[src/rtl/box_drawer_if.sv]
// Box request handshake and VGA pixel-write bus for box_drawer.
// The master drives box requests; the slave (the drawer) drives s_ready and the pixel bus.
interface box_drawer_if;
    logic       s_valid;
    logic       s_ready;
    logic [8:0] in_box_x;
    logic [8:0] in_box_y;
    logic [8:0] in_box_w;
    logic [8:0] in_box_h;
    logic [2:0] in_box_color;
    logic [8:0] vga_x;
    logic [8:0] vga_y;
    logic [2:0] vga_color;
    logic       vga_plot;

    modport master (
        output s_valid, in_box_x, in_box_y, in_box_w, in_box_h, in_box_color,
        input  s_ready, vga_x, vga_y, vga_color, vga_plot
    );

    modport slave (
        input  s_valid, in_box_x, in_box_y, in_box_w, in_box_h, in_box_color,
        output s_ready, vga_x, vga_y, vga_color, vga_plot
    );
endinterface

[src/rtl/box_drawer.sv]
// Rasterises a filled rectangle one pixel per cycle in row-major order,
// clipping pixels that fall outside the visible screen.
module box_drawer #(
    parameter logic [8:0] SCREEN_WIDTH  = 9'd320,
    parameter logic [8:0] SCREEN_HEIGHT = 9'd240
) (
    input  logic          clock,
    input  logic          reset_n,
    box_drawer_if.slave   bus
);

    typedef enum logic {
        S_IDLE = 1'b0,
        S_DRAW = 1'b1
    } state_t;

    state_t     r_state;
    logic [8:0] r_x;
    logic [8:0] r_y;
    logic [8:0] r_w;
    logic [8:0] r_h;
    logic [2:0] r_color;
    logic [8:0] r_col;
    logic [8:0] r_row;
    logic [8:0] r_vga_x;
    logic [8:0] r_vga_y;
    logic [2:0] r_vga_color;
    logic       r_vga_plot;

    logic [9:0] w_px_x;
    logic [9:0] w_px_y;
    logic       w_visible;
    logic       w_last_col;
    logic       w_last_row;

    // 10-bit sums so a box hanging past column/row 511 cannot alias back on screen
    assign w_px_x     = {1'b0, r_x} + {1'b0, r_col};
    assign w_px_y     = {1'b0, r_y} + {1'b0, r_row};
    assign w_visible  = (w_px_x < {1'b0, SCREEN_WIDTH}) && (w_px_y < {1'b0, SCREEN_HEIGHT});
    assign w_last_col = (r_col == (r_w - 9'd1));
    assign w_last_row = (r_row == (r_h - 9'd1));

    assign bus.s_ready   = (r_state == S_IDLE);
    assign bus.vga_x     = r_vga_x;
    assign bus.vga_y     = r_vga_y;
    assign bus.vga_color = r_vga_color;
    assign bus.vga_plot  = r_vga_plot;

    // Accept/draw state machine with registered pixel outputs
    always_ff @(posedge clock or negedge reset_n) begin
        if (!reset_n) begin
            r_state     <= S_IDLE;
            r_x         <= 9'd0;
            r_y         <= 9'd0;
            r_w         <= 9'd0;
            r_h         <= 9'd0;
            r_color     <= 3'd0;
            r_col       <= 9'd0;
            r_row       <= 9'd0;
            r_vga_x     <= 9'd0;
            r_vga_y     <= 9'd0;
            r_vga_color <= 3'd0;
            r_vga_plot  <= 1'b0;
        end else begin
            case (r_state)
                S_IDLE: begin
                    r_vga_plot <= 1'b0;
                    if (bus.s_valid) begin
                        r_x     <= bus.in_box_x;
                        r_y     <= bus.in_box_y;
                        r_w     <= bus.in_box_w;
                        r_h     <= bus.in_box_h;
                        r_color <= bus.in_box_color;
                        r_col   <= 9'd0;
                        r_row   <= 9'd0;
                        // Degenerate boxes are consumed without drawing
                        if ((bus.in_box_w != 9'd0) && (bus.in_box_h != 9'd0)) begin
                            r_state <= S_DRAW;
                        end else begin
                            r_state <= S_IDLE;
                        end
                    end else begin
                        r_state <= S_IDLE;
                    end
                end
                S_DRAW: begin
                    r_vga_x     <= w_px_x[8:0];
                    r_vga_y     <= w_px_y[8:0];
                    r_vga_color <= r_color;
                    r_vga_plot  <= w_visible;
                    if (w_last_col) begin
                        r_col <= 9'd0;
                        if (w_last_row) begin
                            r_state <= S_IDLE;
                        end else begin
                            r_row   <= r_row + 9'd1;
                            r_state <= S_DRAW;
                        end
                    end else begin
                        r_col   <= r_col + 9'd1;
                        r_state <= S_DRAW;
                    end
                end
                default: begin
                    r_state    <= S_IDLE;
                    r_vga_plot <= 1'b0;
                end
            endcase
        end
    end

endmodule

[src/flat_wrapper.sv]
// flat-port wrapper written by rule: the top's interface ports become plain ports
module box_drawer_flat 
#(
    parameter logic [8:0] SCREEN_WIDTH  = 9'd320,
    parameter logic [8:0] SCREEN_HEIGHT = 9'd240
)
  (clock, reset_n, bus_s_valid, bus_in_box_x, bus_in_box_y, bus_in_box_w, bus_in_box_h, bus_in_box_color, bus_s_ready, bus_vga_x, bus_vga_y, bus_vga_color, bus_vga_plot);
  box_drawer_if bus_i ();
  input  logic clock;
  input  logic reset_n;
  input wire logic [$bits(bus_i.s_valid)-1:0] bus_s_valid;
  input wire logic [$bits(bus_i.in_box_x)-1:0] bus_in_box_x;
  input wire logic [$bits(bus_i.in_box_y)-1:0] bus_in_box_y;
  input wire logic [$bits(bus_i.in_box_w)-1:0] bus_in_box_w;
  input wire logic [$bits(bus_i.in_box_h)-1:0] bus_in_box_h;
  input wire logic [$bits(bus_i.in_box_color)-1:0] bus_in_box_color;
  output wire logic [$bits(bus_i.s_ready)-1:0] bus_s_ready;
  output wire logic [$bits(bus_i.vga_x)-1:0] bus_vga_x;
  output wire logic [$bits(bus_i.vga_y)-1:0] bus_vga_y;
  output wire logic [$bits(bus_i.vga_color)-1:0] bus_vga_color;
  output wire logic [$bits(bus_i.vga_plot)-1:0] bus_vga_plot;
  assign bus_i.s_valid = bus_s_valid;
  assign bus_i.in_box_x = bus_in_box_x;
  assign bus_i.in_box_y = bus_in_box_y;
  assign bus_i.in_box_w = bus_in_box_w;
  assign bus_i.in_box_h = bus_in_box_h;
  assign bus_i.in_box_color = bus_in_box_color;
  assign bus_s_ready = bus_i.s_ready;
  assign bus_vga_x = bus_i.vga_x;
  assign bus_vga_y = bus_i.vga_y;
  assign bus_vga_color = bus_i.vga_color;
  assign bus_vga_plot = bus_i.vga_plot;
  box_drawer #(.SCREEN_WIDTH(SCREEN_WIDTH), .SCREEN_HEIGHT(SCREEN_HEIGHT)) u_core (.clock(clock), .reset_n(reset_n), .bus(bus_i));
endmodule
[config.mk]
export PLATFORM = sky130hd
export DESIGN_NAME = box_drawer_flat
export DESIGN_NICKNAME = d
export VERILOG_FILES = /design/src/rtl/box_drawer_if.sv /design/src/rtl/box_drawer.sv /design/src/flat_wrapper.sv
export SDC_FILE = /design/constraint.sdc
export NUM_CORES = 1
export LEC_CHECK = 0
export ABC_AREA = 1
export BUFFER_PORTS_ARGS = -buffer_cell sky130_fd_sc_hd__buf_4
export CAP_MARGIN = 10
export CORE_MARGIN = 2
export CORE_UTILIZATION = 40
export DETAILED_ROUTE_END_ITERATION = 7
export GPL_TIMING_DRIVEN = 0
export PLACE_DENSITY = 0.69
export SETUP_SLACK_MARGIN = 0.02
export SLEW_MARGIN = 10
export SYNTH_ARGS = -nofsm -noshare
export SYNTH_HDL_FRONTEND = slang
export SYNTH_SLANG_ARGS = --single-unit
[constraint.sdc]
create_clock -name clock -period 2.9 [get_ports clock]
set_clock_uncertainty 0.05 [all_clocks]
set_input_delay 0.58 -clock clock [delete_from_list [all_inputs] [get_ports clock]]
set_output_delay 0.58 -clock clock [all_outputs]
set_load 0.02 [all_outputs]
==> flow_summary_export.csv, run 1 <==
group,metric,value,unit
outcome,status,"complete, no violations",
grt,grt_pass1_vias,4355,
critical_path,arrival,1860,ps
power_and_ir_drop,p_switching,1.49,mW
routing,first_pass_iters,4,
yosys,synthArstFlopShare,1.00,
floorplan,row_count,40,
power_and_ir_drop,ir_drop,347,uV
floorplan,io_pins,65,
power_and_ir_drop,leakagePower,2.98,nW
cts,clk_latency,340,ps
routing,dr_wl_met3,443,um
grt,grt_usage,0.198,
yosys,netlist-cell-type-count,36,
routing,wire_per_inst,13.6,um
routing,first_iter_violations,282,
sta,rsz0062_at_grt,"no",
yosys,synth.yosys.seq_area_share,0.413,
critical_path,crit_path_end_kind,"output pin",
power_and_ir_drop,p_int,2.62,mW
cts,cts_setup_buffers,0,
cts,clk_pin_slew_worst_paths,60,ps
power_and_ir_drop,clockPowerShare,0.283,
cts,clock_sinks,80,
yosys,avgSynthCellArea,7.43,um2
finish,syn2layout_area_growth,20.0,%
finish,n_antenna_cell,0,
grt,grt_start_max_net_pins,81,
hold_path,hold_path.class,"in2async",
flow_run,maxCapViolCount,0,
floorplan,core,11900,um2
grt,grt-ovfl-total,0,
power_and_ir_drop,p_total,4.11,mW
sta,report.final.slew_viol_count,0,
placed_design,portBuffers,64,
cts,clk_path_buf_depth,2,
sta,setup_viol,0,
floorplan,die_w,114,um
routing,highest_layer,"met4",
cts,cts_hold_buf,0,
yosys,ys_warn_count,0,
finish,fin_nets,794,
sta,tightest_slew,1020,ps
power_and_ir_drop,p_seq_frac,0.377,
placed_design,dp_hpwl,9090,um
yosys,synth_seq_cells,80,
yosys,synth_nets,719,
floorplan,die_h,114,um
yosys,synth_ff_type,"dfrtp_1",
grt,grt_pass1_wl,20400,um
yosys,netlist_instances,653,
grt,grt_antenna_before_repair,0,
power_and_ir_drop,switching_share,0.362,
power_and_ir_drop,combinationalPowerShare,0.339,
critical_path,cp_max_fo,10,
sta,maxSlewHeadroom,0.321,
floorplan,initial_core_util,0.407,
sta,fin_crit_sh,0.859,
cts,ctsRootBufferMaster,"clkbuf_16",
routing,num_vias,4433,
sta,max_freq,401,MHz
critical_path,cp-start-kind,"register",
cts,cts_inserted_buffers,9,
critical_path,critPathKind,"reg2out",
finish,layout_commonest_cell,"nand2_1",
cts,htreeDepth,3,
routing,via_per_inst,5.04,
cts,cts_resized,0,
finish,drive_gt1_frac,0.150,
finish,final_cell_mix,"241 x nand2_1, 80 x dfrtp_1, 64 x buf_4",
sta,finalHoldViolations,0,
sta,final.setup.tns,0,ps
routing,wirelength,12000,um
routing,ant_nets,0,
yosys,synth_edf_count,0,
cts,tritoncts,"built",
placed_design,gp_congestion,0.885,
routing,drcViolationCount,0,
power_and_ir_drop,p_per_area,706,nW/um2
critical_path,cp.required,2270,ps
routing,wl_met2,6010,um
yosys,syn-cell-area,4850,um2
sta,fin_hold_ws,328,ps
floorplan,die_area,13000,um2
routing,wl_met1,5330,um
sta,finalCriticalPeriod,2490,ps
==> cell families (layout without fill, tap and decap cells) <==
family,count (synthesis),after routing,share of synthesized area
simple gates,375,375,0.327
flops,80,80,0.413
buf+inv,74,154,0.0606
compound gates,66,66,0.0738
xor+xnor,34,34,0.0614
fa+ha+maj,24,24,0.0650
==> metrics by stage <==
step           worst slack (ps)  utilization  area (um2)  instances
2_1_floorplan               988            -        4850        653
3_3_place_gp                687        0.463        5520        864
3_5_place_dp                642        0.463        5520        864
4_1_cts                     385        0.489        5820        880
5_1_grt                     253        0.489        5820        880
6_report                    408        0.489        5820        880
==> cells in the mapped netlist, drive strengths merged (2+ instances only) <==
cell type / count / area (um2)
nor4: 4 / 25.0
a31oi: 2 / 12.5
xor2: 18 / 158
nand3: 49 / 265
xnor2: 16 / 140
clkinv: 3 / 16.3
nor3: 5 / 25.0
dfrtp: 80 / 2000
o22ai: 7 / 43.8
a21oi: 17 / 85.1
nand2: 246 / 936
nand4: 8 / 50.1
nand3b: 3 / 22.5
o21ai: 35 / 179
buf: 3 / 21.3
clkbuf: 14 / 53.8
inv: 54 / 203
or2: 4 / 25.0
nor3b: 2 / 15.0
ha: 22 / 275
o21a: 2 / 15.0
nor2: 54 / 220
fa: 2 / 40.0
==> final timing paths <==
check	start	endpoint	slack [ps]	cells after the start
hold reg to reg	u_core.bus.vga_x[0]	u_core.bus.vga_x[0]	420	2
max in group asynchronous	reset_n	u_core.r_y[5]	1780	1
setup / recovery	u_core.r_state	bus_s_ready	410	4
setup reg to reg	u_core.r_col[0]	u_core.bus.vga_plot	610	12
min in group clock	bus_in_box_x[6]	u_core.r_x[6]	380	3
hold / removal	reset_n	u_core.r_w[5]	330	1
==> area by class of cell <==
cell class / instances / area (um2)
Tap cell: 147 / 184
Inverter: 57 / 219
Multi-Input combinational cell: 499 / 2550
Fill cell: 1152 / 6090
Buffer: 17 / 75.1
Clock inverter: 5 / 55.1
Clock buffer: 11 / 253
Sequential cell: 80 / 2000
Timing Repair Buffer: 64 / 480
==> sequential cells by signal (all words and copies together), names as in the netlist <==
| register | count |
|---|---|
| u_core.bus.vga_x | 9 |
| u_core.r_w | 9 |
| u_core.r_h | 9 |
| u_core.r_col | 9 |
| u_core.bus.vga_color | 3 |
| u_core.bus.vga_plot | 1 |
| u_core.r_y | 9 |
| u_core.r_color | 3 |
| u_core.r_state | 1 |
| u_core.r_x | 9 |
| u_core.r_row | 9 |
| u_core.bus.vga_y | 9 |
==> power by group through the flow <==
stage / Sequential [mW] / Clock (mW) / Combinational (mW)
2_1_floorplan: 1.62 / 0 / 0.849
3_3_place_gp: 1.57 / 0 / 1.36
3_5_place_dp: 1.57 / 0 / 1.39
4_1_cts: 1.55 / 1.19 / 1.40
5_1_grt: 1.58 / 1.23 / 1.57
6_report: 1.55 / 1.16 / 1.39
==> critical path, stage by stage, from the launching register on <==
cell and delay (ps):
dfrtp_1 320, clkbuf_1 330, clkinv_1 340, clkbuf_1 310
buf_4 230
==> metal layers <==
metal	GRT usage	up-vias
li1	-	2240
met1	0.249	2090
met2	0.342	83
met3	0.0455	20
met4	0.0593	0
met5	0	-
No activity file was read; power rests on OpenSTA's default activity.
==> run 2: changes to the inputs <==
- CORE_ASPECT_RATIO: not set -> 1.25
==> run 2 against run 1 <==
Effect of this change: critical path depth stayed put; die area hardly changed; worst setup slack worse by 28 ps; core utilization hardly changed; sequential cell count stayed put; via count is 0.97% higher; register-to-register slack hardly changed; critical path type unchanged; critical endpoint unchanged; largest power group unchanged.
==> flow_summary_export.csv, run 2 (synthesized netlist as in run 1, its figures left out) <==
group,metric,value,unit
critical_path,critPathKind,"reg2out",
critical_path,critical_path.cell_chain,"clkbuf_1 -> clkinv_1 -> clkbuf_1 -> buf_4",
floorplan,die_w,102,um
grt,grt_pass1_wl,20300,um
floorplan,die_area,13000,um2
finish,n_antenna_cell,0,
critical_path,cp_num_buf_inv,4,
critical_path,r2r_end,"u_core.bus.vga_plot",
sta,finalCriticalPeriod,2520,ps
routing,drcViolationCount,0,
finish,drive_gt1_frac,0.150,
routing,first_pass_iters,5,
critical_path,crit_path_end_kind,"output pin",
floorplan,core,12000,um2
grt,grt_usage,0.199,
placed_design,portBuffers,64,
finish,layout_commonest_cell,"nand2_1",
sta,tightest_slew,990,ps
cts,cts_hold_buf,0,
critical_path,r2r_cells,12,
finish,regArea,2000,um2
critical_path,r2r_setup_slack,620,ps
sta,report.final.slew_viol_count,0,
sta,rsz0062_at_grt,"no",
placed_design,dp_hpwl,9110,um
cts,htreeDepth,3,
outcome,status,"complete, no violations",
finish,final_cell_mix,"241 x nand2_1, 80 x dfrtp_1, 64 x buf_4",
finish,multiInputGateArea,2550,um2
critical_path,arrival,1890,ps
routing,ant_nets,0,
critical_path,cpMostUsedCell,"clkbuf_1",
cts,clk_path_buf_depth,2,
floorplan,row_count,45,
cts,ctsRootBufferMaster,"clkbuf_16",
critical_path,cp.required,2270,ps
cts,tritoncts,"built",
hold_path,hold_path.class,"in2async",
critical_path,crit_path_start,"u_core.r_state",
cts,clk_pin_slew_worst_paths,70,ps
floorplan,die_h,127,um
cts,cts_resized,0,
grt,grt-ovfl-total,0,
critical_path,critPathMaxStageDelay,360,ps
grt,grt_pass1_vias,4504,
floorplan,io_pins,65,
critical_path,cp_top_family,"buffers and inverters",
power_and_ir_drop,p_per_area,716,nW/um2
grt,grt_antenna_before_repair,0,
sta,setup_viol,0,
critical_path,reg2reg_from,"u_core.r_col[0]",
cts,clock_sinks,80,
sta,fin_crit_sh,0.869,
power_and_ir_drop,leakagePower,2.99,nW
power_and_ir_drop,ir_drop,254,uV
critical_path,slowest_stage,"clkinv_1",
sta,maxSlewHeadroom,0.340,
finish,syn2layout_area_growth,20.9,%
routing,first_iter_violations,245,
grt,grt_start_max_net_pins,81,
flow_run,maxCapViolCount,0,
floorplan,initial_core_util,0.404,
routing,wirelength,12200,um
sta,finalHoldViolations,0,
finish,fin_nets,794,
sta,fin_hold_ws,321,ps
critical_path,cp_max_fo,10,
cts,cts_inserted_buffers,9,
routing,wire_per_inst,13.6,um
routing,via_per_inst,4.99,
cts,clk_latency,350,ps
critical_path,cp-start-kind,"register",
routing,num_vias,4476,
finish,fill_cells,1154,
sta,max_freq,397,MHz
sta,final.setup.tns,0,ps
placed_design,gp_congestion,0.857,
cts,cts_setup_buffers,0,
-- run 2: cell types whose count changed in the layout (fill, tap and decap cells not counted) --
cell / before / now
inv_6: 0 / 2
clkinv_2: 2 / 0
clkbuf_8: 2 / 0
bufinv_16: 1 / 2
clkinv_4: 1 / 2
-- run 2: per-layer routing --
metal  up-vias  part of all wire  global-route usage  wire [um]
li1       2248                 -                   -          -
met1      2098              0.39               0.226       4820
met2       101              0.53               0.359       6510
met3        29             0.036              0.0252        444
met4         0             0.036              0.0980        444
met5         -                 0                   0          0
-- run 2: how the worst max path moves through the flow --
stage / depth (start not counted) / slack (ps) / endpoint
finish: 4 / 380 / bus_s_ready
global route: 4 / 290 / bus_s_ready
CTS: 4 / 380 / bus_s_ready
detailed placement: 12 / 700 / u_core.bus.vga_plot
global placement: 12 / 710 / u_core.bus.vga_plot
floorplan: 13 / 990 / u_core.bus.vga_plot
-- run 2: worst reg2reg max path: stages, from the launching register on --
cell and delay [ps]:
dfrtp_1 470, ha_1 250, inv_1 90, fa_1 360
inv_1 130, nand3_1 80, nand2_1 100, nand4_1 120
nand3_1 130, nand2_1 60, a21oi_1 190, nand2_1 80
nor2_1 80
-- run 2: through the flow --
step	worst slack [ps]	std cells	util	cell area [um2]	power (mW)
after floorplan	988	653	-	4850	2.47
after global placement	707	881	0.462	5540	2.92
after detailed placement	695	881	0.462	5540	2.95
after CTS	383	897	0.489	5860	4.23
after global routing	290	897	0.489	5860	4.46
final	381	897	0.489	5860	4.20
-- run 2: layout make-up --
cell class / count / share of cell area
multi-input cells: 499 / 0.436
inverters: 57 / 0.0373
flip-flops and latches: 80 / 0.341
clock buffers: 9 / 0.0384
well taps: 164 / 0.0350
clock inverters: 7 / 0.0173
repair buffers: 64 / 0.0819
plain buffers: 17 / 0.0128
-- run 2: power by group --
part / internal [mW] / total (mW) / switching (mW) / leakage, nW
Clock: 0.761 / 1.25 / 0.492 / 0.153
Combinational: 0.588 / 1.39 / 0.798 / 1.86
Sequential: 1.32 / 1.56 / 0.236 / 0.977
Total: 2.67 / 4.20 / 1.53 / 2.99
